==> src/rtl/mem_stage.sv <==
// rtl/mem_stage.sv - MIPS memory-access stage: req/ack data bus, MEM/WB register, upstream stall
module mem_stage (
    input  logic        clk,
    input  logic        rst,
    input  logic [2:0]  memop_i,
    input  logic [4:0]  waddr_i,
    input  logic        wreg_i,
    input  logic [31:0] wdata_i,
    input  logic [31:0] reg2_i,
    output logic [4:0]  waddr_o,
    output logic        wreg_o,
    output logic [31:0] wdata_o,
    output logic        stall_o,
    output logic        align_err_o,
    output logic        mem_req_o,
    output logic        mem_we_o,
    output logic [31:0] mem_addr_o,
    output logic [3:0]  mem_be_o,
    output logic [31:0] mem_wdata_o,
    input  logic [31:0] mem_rdata_i,
    input  logic        mem_ack_i
);
    localparam logic [2:0] OP_LW  = 3'b001;
    localparam logic [2:0] OP_LB  = 3'b010;
    localparam logic [2:0] OP_LBU = 3'b011;
    localparam logic [2:0] OP_SW  = 3'b100;
    localparam logic [2:0] OP_SB  = 3'b101;

    typedef enum logic {S_IDLE, S_BUS} state_t;
    state_t r_state, w_state_nxt;

    logic [2:0]  r_op;
    logic [1:0]  r_off;
    logic [4:0]  r_waddr_lat;
    logic [4:0]  r_waddr;
    logic        r_wreg;
    logic [31:0] r_wdata;
    logic        r_align_err;
    logic        r_mem_req;
    logic        r_mem_we;
    logic [31:0] r_mem_addr;
    logic [3:0]  r_mem_be;
    logic [31:0] r_mem_wdata;

    logic        w_is_lw, w_is_lb, w_is_lbu, w_is_sw, w_is_sb;
    logic        w_is_word, w_is_mem, w_misalign, w_start;
    logic [3:0]  w_be_byte;
    logic [31:0] w_rd_shift;
    logic [7:0]  w_rd_byte;

    assign w_is_lw    = (memop_i == OP_LW);
    assign w_is_lb    = (memop_i == OP_LB);
    assign w_is_lbu   = (memop_i == OP_LBU);
    assign w_is_sw    = (memop_i == OP_SW);
    assign w_is_sb    = (memop_i == OP_SB);
    assign w_is_word  = w_is_lw | w_is_sw;
    assign w_is_mem   = w_is_word | w_is_lb | w_is_lbu | w_is_sb;
    assign w_misalign = w_is_word && (wdata_i[1:0] != 2'b00);
    assign w_start    = (r_state == S_IDLE) && w_is_mem && !w_misalign;
    assign w_be_byte  = 4'b0001 << wdata_i[1:0];

    // Byte lane for LB/LBU comes from the offset latched at issue, not the live input.
    assign w_rd_shift = mem_rdata_i >> {r_off, 3'b000};
    assign w_rd_byte  = w_rd_shift[7:0];

    always_ff @(posedge clk) begin
        if (rst) r_state <= S_IDLE;
        else     r_state <= w_state_nxt;
    end

    always_comb begin
        w_state_nxt = r_state;
        case (r_state)
            S_IDLE: if (w_start)   w_state_nxt = S_BUS;
            S_BUS:  if (mem_ack_i) w_state_nxt = S_IDLE;
            default:               w_state_nxt = S_IDLE;
        endcase
    end

    always_ff @(posedge clk) begin
        if (rst) begin
            r_op        <= 3'b000;
            r_off       <= 2'b00;
            r_waddr_lat <= 5'd0;
            r_waddr     <= 5'd0;
            r_wreg      <= 1'b0;
            r_wdata     <= 32'd0;
            r_align_err <= 1'b0;
            r_mem_req   <= 1'b0;
            r_mem_we    <= 1'b0;
            r_mem_addr  <= 32'd0;
            r_mem_be    <= 4'd0;
            r_mem_wdata <= 32'd0;
        end else begin
            r_align_err <= 1'b0;
            case (r_state)
                S_IDLE: begin
                    if (w_start) begin
                        r_op        <= memop_i;
                        r_off       <= wdata_i[1:0];
                        r_waddr_lat <= waddr_i;
                        r_wreg      <= 1'b0;
                        r_mem_req   <= 1'b1;
                        r_mem_we    <= w_is_sw | w_is_sb;
                        r_mem_addr  <= {wdata_i[31:2], 2'b00};
                        r_mem_be    <= w_is_word ? 4'hF : w_be_byte;
                        r_mem_wdata <= w_is_sb ? {4{reg2_i[7:0]}} :
                                       w_is_sw ? reg2_i : 32'd0;
                    end else if (w_misalign) begin
                        r_waddr     <= waddr_i;
                        r_wreg      <= 1'b0;
                        r_wdata     <= wdata_i;
                        r_align_err <= 1'b1;
                    end else begin
                        r_waddr <= waddr_i;
                        r_wreg  <= wreg_i;
                        r_wdata <= wdata_i;
                    end
                end
                S_BUS: begin
                    if (mem_ack_i) begin
                        r_mem_req <= 1'b0;
                        r_waddr   <= r_waddr_lat;
                        case (r_op)
                            OP_LW:  begin r_wreg <= 1'b1; r_wdata <= mem_rdata_i; end
                            OP_LB:  begin r_wreg <= 1'b1; r_wdata <= {{24{w_rd_byte[7]}}, w_rd_byte}; end
                            OP_LBU: begin r_wreg <= 1'b1; r_wdata <= {24'd0, w_rd_byte}; end
                            default: begin r_wreg <= 1'b0; r_wdata <= 32'd0; end
                        endcase
                    end
                end
                default: ;
            endcase
        end
    end

    assign stall_o     = (r_state == S_BUS);
    assign waddr_o     = r_waddr;
    assign wreg_o      = r_wreg;
    assign wdata_o     = r_wdata;
    assign align_err_o = r_align_err;
    assign mem_req_o   = r_mem_req;
    assign mem_we_o    = r_mem_we;
    assign mem_addr_o  = r_mem_addr;
    assign mem_be_o    = r_mem_be;
    assign mem_wdata_o = r_mem_wdata;
endmodule

==> config.mk <==
export PLATFORM = sky130hd
export DESIGN_NAME = mem_stage
export DESIGN_NICKNAME = d
export VERILOG_FILES = /design/src/rtl/mem_stage.sv
export SDC_FILE = /design/constraint.sdc
export NUM_CORES = 1
export LEC_CHECK = 0
export BUFFER_PORTS_ARGS = -buffer_cell sky130_fd_sc_hd__buf_2
export CORE_ASPECT_RATIO = 0.9
export CORE_UTILIZATION = 49
export CTS_CLUSTER_DIAMETER = 50
export CTS_CLUSTER_SIZE = 30
export DETAILED_ROUTE_END_ITERATION = 10
export GPL_ROUTABILITY_DRIVEN = 0
export PLACE_DENSITY = 0.8
export SYNTH_ARGS = -nofsm -noshare
export SYNTH_HDL_FRONTEND = slang
export SYNTH_SLANG_ARGS = --single-unit
==> constraint.sdc <==
create_clock -name clk -period 2.2 [get_ports clk]
set_input_delay 0.22 -clock clk [delete_from_list [all_inputs] [get_ports clk]]
set_output_delay 0.22 -clock clk [all_outputs]
set_load 0.01 [all_outputs]
# [After elaboration in Yosys (flattened, before gate mapping)]
# Index checks and enable logic that the tools add are counted.
[totals] word_cells=64 ff_bits=118 output_inout_bits=110
[op_classes] shifts=2 muxes=22 reduce_logical=10 n_bitwise=6 n_eq_ne=11
[op_table] operator="$mux W32" count=4
[op_table] operator="$pmux W32 S3" count=1
[op_table] operator="$pmux W32 S2" count=1
[op_table] operator="$shr A32 B5 Y8" count=1
[op_table] operator="$eq A3 B2 Y1 const B" count=4
[op_table] operator="$mux W5" count=2
[op_table] operator="$pmux W5 S2" count=1
[op_table] operator="$mux W1" count=9
[op_table] operator="$eq A3 B1 Y1 const B" count=2
[op_table] operator="$eq A3 B3 Y1 const B" count=2
[op_table] operator="$ne A2 B2 Y1 const B" count=3
[op_table] operator="$pmux W1 S2" count=3
[op_table] operator="$reduce_and A2 Y1" count=3
[op_table] operator="$reduce_or A3 Y1" count=2
[op_table] operator="$or A1 B1 Y1" count=5
[op_table] operator="$mux W4" count=1
[op_table] operator="$shl A1 B2 Y4 const A" count=1
[op_table] operator="$logic_and A1 B1 Y1" count=3
[op_table] operator="$reduce_bool A2 Y1" count=1
[op_table] operator="$logic_not A1 Y1" count=1
[op_table] operator="$not A1 Y1" count=1

# [Longest topological paths before layout]
# Gate-level depths: netlist of the first run.
[logic_depth] depth_word=9 mapped_depth=7

# [Least setup slack after synthesis of the first run]
# OpenSTA, ideal clock, no wires.
[synth_path] path_kind="register -> register" startpoint="register r_state (netlist: stall_o)" endpoint="register r_off[0]" arrival_ns=1.605 stages_incl_launch_ff=8 slack_ns=0.467 setup_time_ns=0.128 period_less_slack_ns=1.733 path_cell_list="dfxtp_1 -> buf_4 -> or2_4 -> or3_1 -> buf_6 -> clkbuf_1 -> a32oi_1 -> nor2_1"
[synth_between] elab_chain_cells=4
[synth_rtl] element="start, declared" line="30" source="state_t r_state, w_state_nxt;"
[synth_rtl] element="start signal, assigned" line="68" source="else r_state <= w_state_nxt;"
[synth_rtl] element="$not A1 Y1 (no line) (*)"
[synth_rtl] element="$logic_and A1 B1 Y1 (2 in a row)" line="59" source="assign w_start = (r_state == S_IDLE) && w_is_mem && !w_misalign;"
[synth_rtl] element="$reduce_and A2 Y1 (no line) (*)"
[synth_rtl] element="end signal, assigned" line="100" source="r_off <= wdata_i[1:0];"
[synth_rtl] element="end, declared" line="33" source="logic [1:0] r_off;"
# Mark *: on every way between the ends. The rest lies on a longest branch, timed or not.
# A chain may end at the register's enable or synchronous reset.

# [Worst setup path in the final report of the first run]
[layout_path] startpoint="register r_state (netlist: stall_o)" endpoint="register r_mem_wdata[7] (netlist: mem_wdata_o[7])"
[layout_between] elab_chain_cells=4
[layout_rtl] element="$not A1 Y1 (no line) (*)"
[layout_rtl] element="$logic_and A1 B1 Y1 (2 in a row)" line="59"
[layout_rtl] element="$reduce_and A2 Y1 (no line) (*)"
[layout_rtl] element="end signal, assigned" line="107" source="r_mem_wdata <= w_is_sb ? {4{reg2_i[7:0]}} :"
[layout_rtl] element="end, declared" line="43" source="logic [31:0] r_mem_wdata;"
# Marked as above.

==> results.yml, run 1 <==
routing:
  remaining_drc_errors: 0
  drt_iter0_markers: 574
  antenna_left: 0
  totalWireLength_um: 18500
  routed-via-count: 6027
  wl_per_cell_um: 18.6
  viasPerCell: 6.05
  firstDrtPassIters: 6
pwr:
  intPower_uw: 4600
  netSwitchingFraction: 0.261
  ir_worst_vdd_uv: 511
  cellPowerDensity_nw_per_um2: 845
  p_switching_uw: 1630
  p_leak_uw: 0.00313
  power_frac_seq: 0.379
  p_comb_frac: 0.155
  clockPowerShare: 0.466
synth:
  netlist_top_cells_count: "118 x dfxtp_1, 91 x o21ai_0, 76 x a21oi_1, 50 x clkbuf_1, 37 x nand3_1"
  ys_ff_latch: 118
  synth_edf_count: 0
  yosysUniqueCellTypes: 49
  syn_area_um2: 5560
  synthDominantCellAreaShare: 0.425
  synth_cells: 644
  yosys_warnings: 0
  yosysSeqAreaShare: 0.425
  ys_dominant_reg_cell: "dfxtp_1"
  synth_area_leader_cell: "dfxtp_1"
  async_flop_share: 0
  synth.most_common_cell: "dfxtp_1"
  synthTopCellsByArea: "dfxtp_1 43%, o21ai_0 8.2%, a21oi_1 6.8%, a221o_1 4.3%, nand4b_1 3.9%"
  synth.avg_cell_area_um2: 8.63
flow_run:
  cap_violations: 0
clock_network:
  clk_latency_ps: 420
  post_cts_resized: 0
  cts_tree: "yes"
  numCtsBuffers: 17
  cts_setup_buffers: 0
  path_clk_slew_ps: 60
  clock_path_buffers: 2
  hold_buffers: 0
  clock-sinks: 118
  cts_root_buf: "clkbuf_16"
  cts_max_level: 4
worst_setup_path:
  crit_type: "register to register"
  r2r_cells: 6
  cp.required_ps: 2510
  crit_path_end_kind: "register"
  cp_data_arrival_time_ps: 2400
  critPathLaunchType: "register"
  r2r_end: "mem_wdata_o[7]"
  cp_max_fo: 23
  rrSetupSlack_ps: 110
  cp-startpoint: "stall_o"
  r2r_start: "stall_o"
finish:
  num_antenna_cells: 0
  final_util: 0.674
  area_growth_pct: 32.6
  drive_gt1_frac: 0.345
  nNetsFinal: 939
  final_cells: 996
min_path:
  hold_path.class: "input port to register"
  whs_endpoint: "wdata_o[21]"
  hp-start: "wdata_i[21]"
  whs_path_depth: 2
global_route:
  grt-ovfl-total: 0
  grt_pass1_wl_um: 27900
  first_global_vias: 5502
  antenna_found_initial: 0
  grt_max_degree: 92
  grt.total_usage: 0.309
sta:
  finClkSkew_ps: 8.08
  period_share: 0.952
  tightestPinTransition_ps: 772
  setup_viol: 0
  drv_slew: 0
  max_freq_mhz: 477
  final-hold-violation-count: 0
  rsz0062_at_grt: "no"
  tns_ps: 0
  period_minus_slack_ps: 2090
  slew_headroom: 0.485
floorplan:
  die_x_um: 114
  initial_core_util: 0.508
  io_pins: 218
  rows: 36
  die_area_um2: 11800
  design.core.area_um2: 10900
  die_h_um: 103
placed_design:
  dp_cells: 964
  portBuffers: 215
  hpwl_um: 12700
outcome:
  status: "complete, no violations"
==> through the flow <==
step	power (uW)	instance area [um2]	hold slack (ps)	worst slack [ps]
after global placement	3310	6750	442	168
after CTS	6220	7370	28.0	21.8
after floorplan	2950	5560	358	467
final	6230	7370	41.0	105
after detailed placement	3350	6750	450	2.63
after global routing	6450	7370	25.9	26.4
==> placed cells by master, fill, tap and decap left out, types with 7 or more instances in the layout <==
master / instances
a21o_1: 8
mux2i_1: 16
nand2_1: 31
nor2b_1: 29
a21oi_1: 76
nand3b_1: 7
and2_1: 8
nand4b_1: 25
nor4b_1: 9
clkbuf_16: 17
buf_4: 23
a221o_1: 24
o21ai_0: 91
buf_2: 215
a31o_2: 8
a32o_1: 8
a21boi_0: 8
nor2_1: 15
nand3_1: 37
o221ai_1: 8
dfxtp_1: 118
==> registers in the layout (all words and copies together), names as in the netlist, 2 cells and up <==
register     count
mem_addr_o      30
mem_be_o         4
mem_wdata_o     32
r_off            2
r_op             3
r_waddr_lat      5
waddr_o          5
wdata_o         32
==> worst max-delay path, cell delays in order, from the launching register on <==
cell and delay [ps]:
dfxtp_1 330, buf_4 200, buf_4 290, nor2_1 100, nand2_2 360, nand2_1 360
a31o_2 340
==> logic make-up (layout without fill, tap and decap cells) <==
| group | count (synthesis) | after routing | synth area share |
|---|---|---|---|
| compound gates | 247 | 247 | 0.280 |
| flops | 118 | 118 | 0.425 |
| buf+inv | 74 | 273 | 0.0603 |
| mux | 17 | 17 | 0.0329 |
| simple gates | 186 | 186 | 0.200 |
| xor+xnor | 1 | 1 | 0.00158 |
| other cells | 1 | 2 | 0.000675 |
==> how the worst max path moves through the flow <==
stage / to / slack, ps / cells past startpoint
after floorplan: r_off[0] / 470 / 7
after global placement: mem_wdata_o[14] / 170 / 5
after detailed placement: mem_wdata_o[8] / 3 / 5
after CTS: mem_wdata_o[10] / 20 / 5
after global routing: mem_wdata_o[7] / 30 / 6
final: mem_wdata_o[7] / 110 / 6
==> per-layer routing <==
layer	GRT usage	wire length, um	vias to the layer above
li1	-	-	2769
met1	0.388	7420	2851
met2	0.498	8820	351
met3	0.0947	1710	56
met4	0.127	536	0
met5	0	0	-
==> layout make-up <==
type	instances	area [um2]
Multi-Input combinational cell	453	2910
Inverter	1	3.75
Sequential cell	118	2360
Fill cell	879	3570
Tap cell	152	190
Timing Repair Buffer	240	1290
Clock buffer	24	502
Clock inverter	8	119
==> power by group through the flow <==
stage / combinational, uW / clock (uW) / sequential, uW
2_1_floorplan: 497 / 0 / 2450
3_3_place_gp: 917 / 0 / 2400
3_5_place_dp: 948 / 0 / 2400
4_1_cts: 953 / 2910 / 2360
5_1_grt: 1040 / 3030 / 2370
6_report: 968 / 2900 / 2360
Power figures use the tool's default switching activity.
==> run 2: changes to the inputs <==
==> constraint.sdc (replaced) <==
create_clock -name clk -period 2.2 [get_ports clk]
set_input_delay 0.33 -clock clk [delete_from_list [all_inputs] [get_ports clk]]
set_output_delay 0.33 -clock clk [all_outputs]
set_load 0.01 [all_outputs]
==> run 2 against run 1 <==
  * Global-route usage down 0.61 points
  * Hold slack better by 120 ps
  * Highest routed layer unchanged
  * Combinational power about the same
  * Non-clock buffer count up 1
  * Critical path depth down 2
  * Clock skew down 1.9 ps
  * Sequential share of layout area about the same
  * Count of clock-buffer cells in the layout down 2
  * Die area unchanged
  * First-iteration DRC count down 13%
  * Critical path type unchanged
  * Largest power group unchanged
  * Critical endpoint is now mem_wdata_o[28]
==> results.yml, run 2 (synthesized netlist as in run 1, its figures left out) <==
sta:
  drv_slew: 0
  max_freq_mhz: 504
  finClkSkew_ps: 6.19
  final-hold-violation-count: 0
  slew_headroom: 0.241
  period_share: 0.902
  tns_ps: 0
  setup_viol: 0
  tightestPinTransition_ps: 1140
  rsz0062_at_grt: "no"
  period_minus_slack_ps: 1980
pwr:
  netSwitchingFraction: 0.258
  p_leak_uw: 0.00312
  p_comb_frac: 0.156
  cellPowerDensity_nw_per_um2: 843
  ir_worst_vdd_uv: 571
  p_switching_uw: 1610
  intPower_uw: 4620
  clockPowerShare: 0.465
  power_frac_seq: 0.379
finish:
  multiInputGateArea_um2: 2900
  drive_gt1_frac: 0.344
  final_common_cell: "buf_2"
  layout_common_cells: "215 x buf_2, 118 x dfxtp_1, 91 x o21ai_0"
  area_growth_pct: 32.8
  nFillCells: 880
  ff_latch_area_um2: 2360
  design_area_um2: 7380
  nNetsFinal: 940
routing:
  routed-via-count: 5985
  firstDrtPassIters: 5
  totalWireLength_um: 18300
  antenna_left: 0
  remaining_drc_errors: 0
  drt_iter0_markers: 498
  wl_per_cell_um: 18.4
  viasPerCell: 6.00
worst_setup_path:
  cpMaxStageDelayCell: "nor2_2"
  cp_max_fo: 30
  max_stage_delay_ps: 860
  cp_data_arrival_time_ps: 2220
  cp-startpoint: "stall_o"
  r2r_end: "mem_wdata_o[28]"
  worst-path-buf-inv: 1
  r2r_cells: 4
  cp.required_ps: 2440
  crit_end: "mem_wdata_o[28]"
  crit_type: "register to register"
  crit_cells: 4
  cp_cell_sequence: "buf_4 -> nor3b_4 -> nor2_2 -> o21ai_0"
  rrSetupSlack_ps: 220
  path_delay_family: "simple AND/OR/NAND/NOR gates"
  r2r_start: "stall_o"
  critPathLaunchType: "register"
  crit_path_end_kind: "register"
global_route:
  antenna_found_initial: 2
  grt-ovfl-total: 0
  grt_max_degree: 50
  first_global_vias: 5456
  grt_pass1_wl_um: 27400
  grt.total_usage: 0.303
clock_network:
  numCtsBuffers: 17
  clock-sinks: 118
  cts_root_buf: "clkbuf_16"
  clock_path_buffers: 2
  path_clk_slew_ps: 50
  hold_buffers: 0
  cts_setup_buffers: 0
  clk_latency_ps: 410
  post_cts_resized: 0
  cts_max_level: 4
  cts_tree: "yes"
floorplan:
  io_pins: 218
  die_area_um2: 11800
  rows: 36
  die_h_um: 103
  initial_core_util: 0.508
  die_x_um: 114
  design.core.area_um2: 10900
min_path:
  whs_path_depth: 2
  hold_path.class: "input port to register"
  hp-start: "reg2_i[0]"
flow_run:
  cap_violations: 0
outcome:
  status: "complete, no violations"
placed_design:
  portBuffers: 215
  place_area_um2: 6770
  hpwl_um: 12400
[run 2: power groups by stage]
stage / Sequential, uW / Clock [uW] / Combinational [uW]
after floorplan: 2450 / 0 / 497
after global placement: 2390 / 0 / 926
after detailed placement: 2400 / 0 / 948
after CTS: 2360 / 2920 / 957
after global routing: 2370 / 3020 / 1050
final: 2360 / 2900 / 970
[run 2: layout make-up]
type	count	area share
Sequential cell	118	0.320
Clock inverter	9	0.0203
Inverter	1	0.000508
Antenna cell	1	0.000339
Multi-Input combinational cell	453	0.393
Timing Repair Buffer	241	0.177
Clock buffer	22	0.0629
Tap cell	152	0.0258
[run 2: routing by layer]
| metal | vias up | global-route usage | part of all wire | wire length (um) |
|---|---|---|---|---|
| met3 | 52 | 0.0852 | 0.089 | 1620 |
| met1 | 2823 | 0.379 | 0.40 | 7340 |
| met4 | 0 | 0.155 | 0.030 | 557 |
| li1 | 2779 | - | - | - |
| met5 | - | 0 | 0 | 0 |
| met2 | 331 | 0.483 | 0.48 | 8790 |
[run 2: worst min path at each step]
stage | to | slack (ps)
finish | mem_wdata_o[0] | 160
global route | mem_wdata_o[0] | 150
CTS | mem_wdata_o[0] | 140
detailed placement | mem_addr_o[17] | 460
global placement | mem_req_o | 440
floorplan | r_waddr_lat[0] | 440
[run 2: worst reg2reg max path: stages, from the launching register on]
cell     delay (ps)
dfxtp_1         330
buf_4           270
nor3b_4         100
nor2_2          860
o21ai_0         240
[run 2: per-stage QoR]
step,cells,worst slack [ps],util,hold slack (ps),total power (uW)
floorplan,645,467,-,443,2950
global placement,965,113,0.618,445,3320
detailed placement,965,4.58,0.618,455,3350
CTS,996,257,0.674,141,6230
global route,996,95.3,0.674,148,6440
finish,997,216,0.675,157,6230
==> run 3: changes to the inputs <==
ABC_AREA = 1   (was default)
HOLD_SLACK_MARGIN = 0.02   (was default)
==> run 3 against run 2 <==
  * Sequential share of layout area hardly changed
  * Combinational power is 49% higher
  * Largest power group is now registers
  * Wire length is 3.2% lower
  * Design area is 0.10% higher
  * Flip-flop and latch count stayed put
==> results.yml, run 3 <==
clock_network:
  path_clk_slew_ps: 60
  cts_tree: "yes"
  cts_root_buf: "clkbuf_16"
  cts_max_level: 4
  cts_setup_buffers: 0
  hold_buffers: 0
  clock-sinks: 118
  clock_path_buffers: 2
  post_cts_resized: 0
  numCtsBuffers: 17
  clk_latency_ps: 410
worst_setup_path:
  cpMaxStageDelayCell: "dfxtp_1"
  cp_data_arrival_time_ps: 2130
  max_stage_delay_ps: 540
  crit_type: "register to register"
  cp.required_ps: 2500
  cp_max_fo: 24
  crit_path_end_kind: "register"
  cp_cell_sequence: "inv_2 -> nand2_1 -> nand3_1 -> nand3_1 -> buf_4 -> a21oi_1 -> nor2_1 -> nor2_1"
  critPathLaunchType: "register"
global_route:
  grt.total_usage: 0.294
  antenna_found_initial: 0
  first_global_vias: 5657
  grt_pass1_wl_um: 27600
  grt-ovfl-total: 0
  grt_max_degree: 100
placed_design:
  place_area_um2: 6840
  portBuffers: 215
  pre_cts_slack_ps: 324
  hpwl_um: 12500
pwr:
  cellPowerDensity_nw_per_um2: 876
  power_frac_seq: 0.389
  clockPowerShare: 0.387
  netSwitchingFraction: 0.313
  p_comb_frac: 0.223
  p_leak_uw: 0.00390
  p_switching_uw: 2030
  ir_worst_vdd_uv: 556
  intPower_uw: 4440
routing:
  antenna_left: 0
  drt_iter0_markers: 674
  viasPerCell: 5.04
  wl_per_cell_um: 14.1
  totalWireLength_um: 17700
  firstDrtPassIters: 9
  remaining_drc_errors: 0
  routed-via-count: 6355
synth:
  syn_area_um2: 5710
  synthTopCellsByArea: "dfxtp_1 41%, nand2_1 16%, nor2_1 14%, nand3_1 5.9%, o21ai_0 4.4%"
  synthAdderAreaFrac: 0
  ys_dominant_reg_cell: "dfxtp_1"
  synth_area_leader_cell: "dfxtp_1"
  ys_ff_latch: 118
  synth_mux_area_frac: 0.00877
  netlist_top_cells_count: "246 x nand2_1, 219 x nor2_1, 118 x dfxtp_1, 67 x nand3_1, 50 x o21ai_0"
  yosysUniqueCellTypes: 23
  synthDominantCellAreaShare: 0.414
  synth_edf_count: 0
  synth-compound-area-share: 0.110
  synth.avg_cell_area_um2: 6.32
  synth_top_family_by_area: "simple AND/OR/NAND/NOR gates"
  synthSimpleGateAreaFrac: 0.378
  yosys_warnings: 0
  async_flop_share: 0
  yosysSeqAreaShare: 0.414
  synth-xor-area-share: 0
  synth.most_common_cell: "nand2_1"
  synth_cells: 903
min_path:
  hold_path.class: "input port to register"
sta:
  period_minus_slack_ps: 1820
  max_freq_mhz: 548
  slew_headroom: 0.617
  period_share: 0.829
  rsz0062_at_grt: "no"
  tns_ps: 0
  drv_slew: 0
  finClkSkew_ps: 5.22
  tightestPinTransition_ps: 575
  setup_viol: 0
  setup_ws_ps: 376
  final-hold-violation-count: 0
finish:
  design_area_um2: 7390
  area_growth_pct: 29.5
  drive_gt1_frac: 0.246
  nFillCells: 1104
  final_util: 0.649
  layout_common_cells: "246 x nand2_1, 218 x nor2_1, 215 x buf_2"
  nNetsFinal: 1199
  num_antenna_cells: 0
  final_common_cell: "nand2_1"
floorplan:
  initial_core_util: 0.501
  die_x_um: 116
  design.core.area_um2: 11400
  rows: 37
  die_area_um2: 12100
  io_pins: 218
  die_h_um: 104
flow_run:
  cap_violations: 0
outcome:
  status: "complete, no violations"
[run 3: cell count changes after synthesis, moves of 30 or more]
cell	delta
nor2_1	+203
nand3_1	+30
nand2_1	+214
o21ai_0	-41
inv_1	+38
[run 3: power groups by stage]
stage / sequential, uW / combinational, uW / clock, uW
6_report: 2520 / 1450 / 2510
5_1_grt: 2540 / 1620 / 2650
4_1_cts: 2520 / 1440 / 2550
3_5_place_dp: 2560 / 1430 / 0
3_3_place_gp: 2550 / 1410 / 0
2_1_floorplan: 2650 / 809 / 0
[run 3: final timing paths]
| kind | start | end | slack (ps) | depth (start not counted) |
|---|---|---|---|---|
| hold / removal | wdata_i[25] | mem_addr_o[25] | 180 | 3 |
| hold reg to reg | mem_req_o | mem_req_o | 460 | 2 |
| setup reg to reg | r_off[0] | wdata_o[12] | 380 | 8 |
| setup / recovery | r_off[0] | wdata_o[12] | 380 | 8 |
[run 3: cell families (layout without fill, tap and decap cells)]
family	after synthesis	count (layout)
muxes	5	5
buffers and inverters	110	310
other	1	2
and+or+nand+nor	544	544
AOI/OAI and AO/OA	125	125
DFF	118	118
[run 3: per-stage QoR]
step | hold WS (ps) | cells | power (uW)
after floorplan | 455 | 904 | 3460
after global placement | 456 | 1228 | 3970
after detailed placement | 454 | 1228 | 3990
after CTS | 170 | 1260 | 6500
after global routing | 190 | 1260 | 6820
final | 177 | 1260 | 6470
[run 3: final cells by class]
cell class                 count  area, um2  area share
multi-input combinational    676       2860       0.386
clock inverter                11       77.6      0.0105
tap                          156        195      0.0264
inverter                      45        169      0.0229
sequential                   118       2360       0.320
clock buffer                  21        470      0.0637
timing repair buffer         233       1260       0.171
[run 3: critical path: cells and delay by family, from the launching register on]
kind | cells | cell delay, ps
compound gates | 1 | 150
simple gates | 5 | 520
buf+inv | 2 | 500
flops | 1 | 540
[run 3: routing by layer]
layer | global-route usage | up-vias | routed length, um
li1 | - | 3218 | -
met1 | 0.385 | 2813 | 7700
met2 | 0.445 | 281 | 7990
met3 | 0.0758 | 43 | 1470
met4 | 0.149 | 0 | 575
met5 | 0 | - | 0
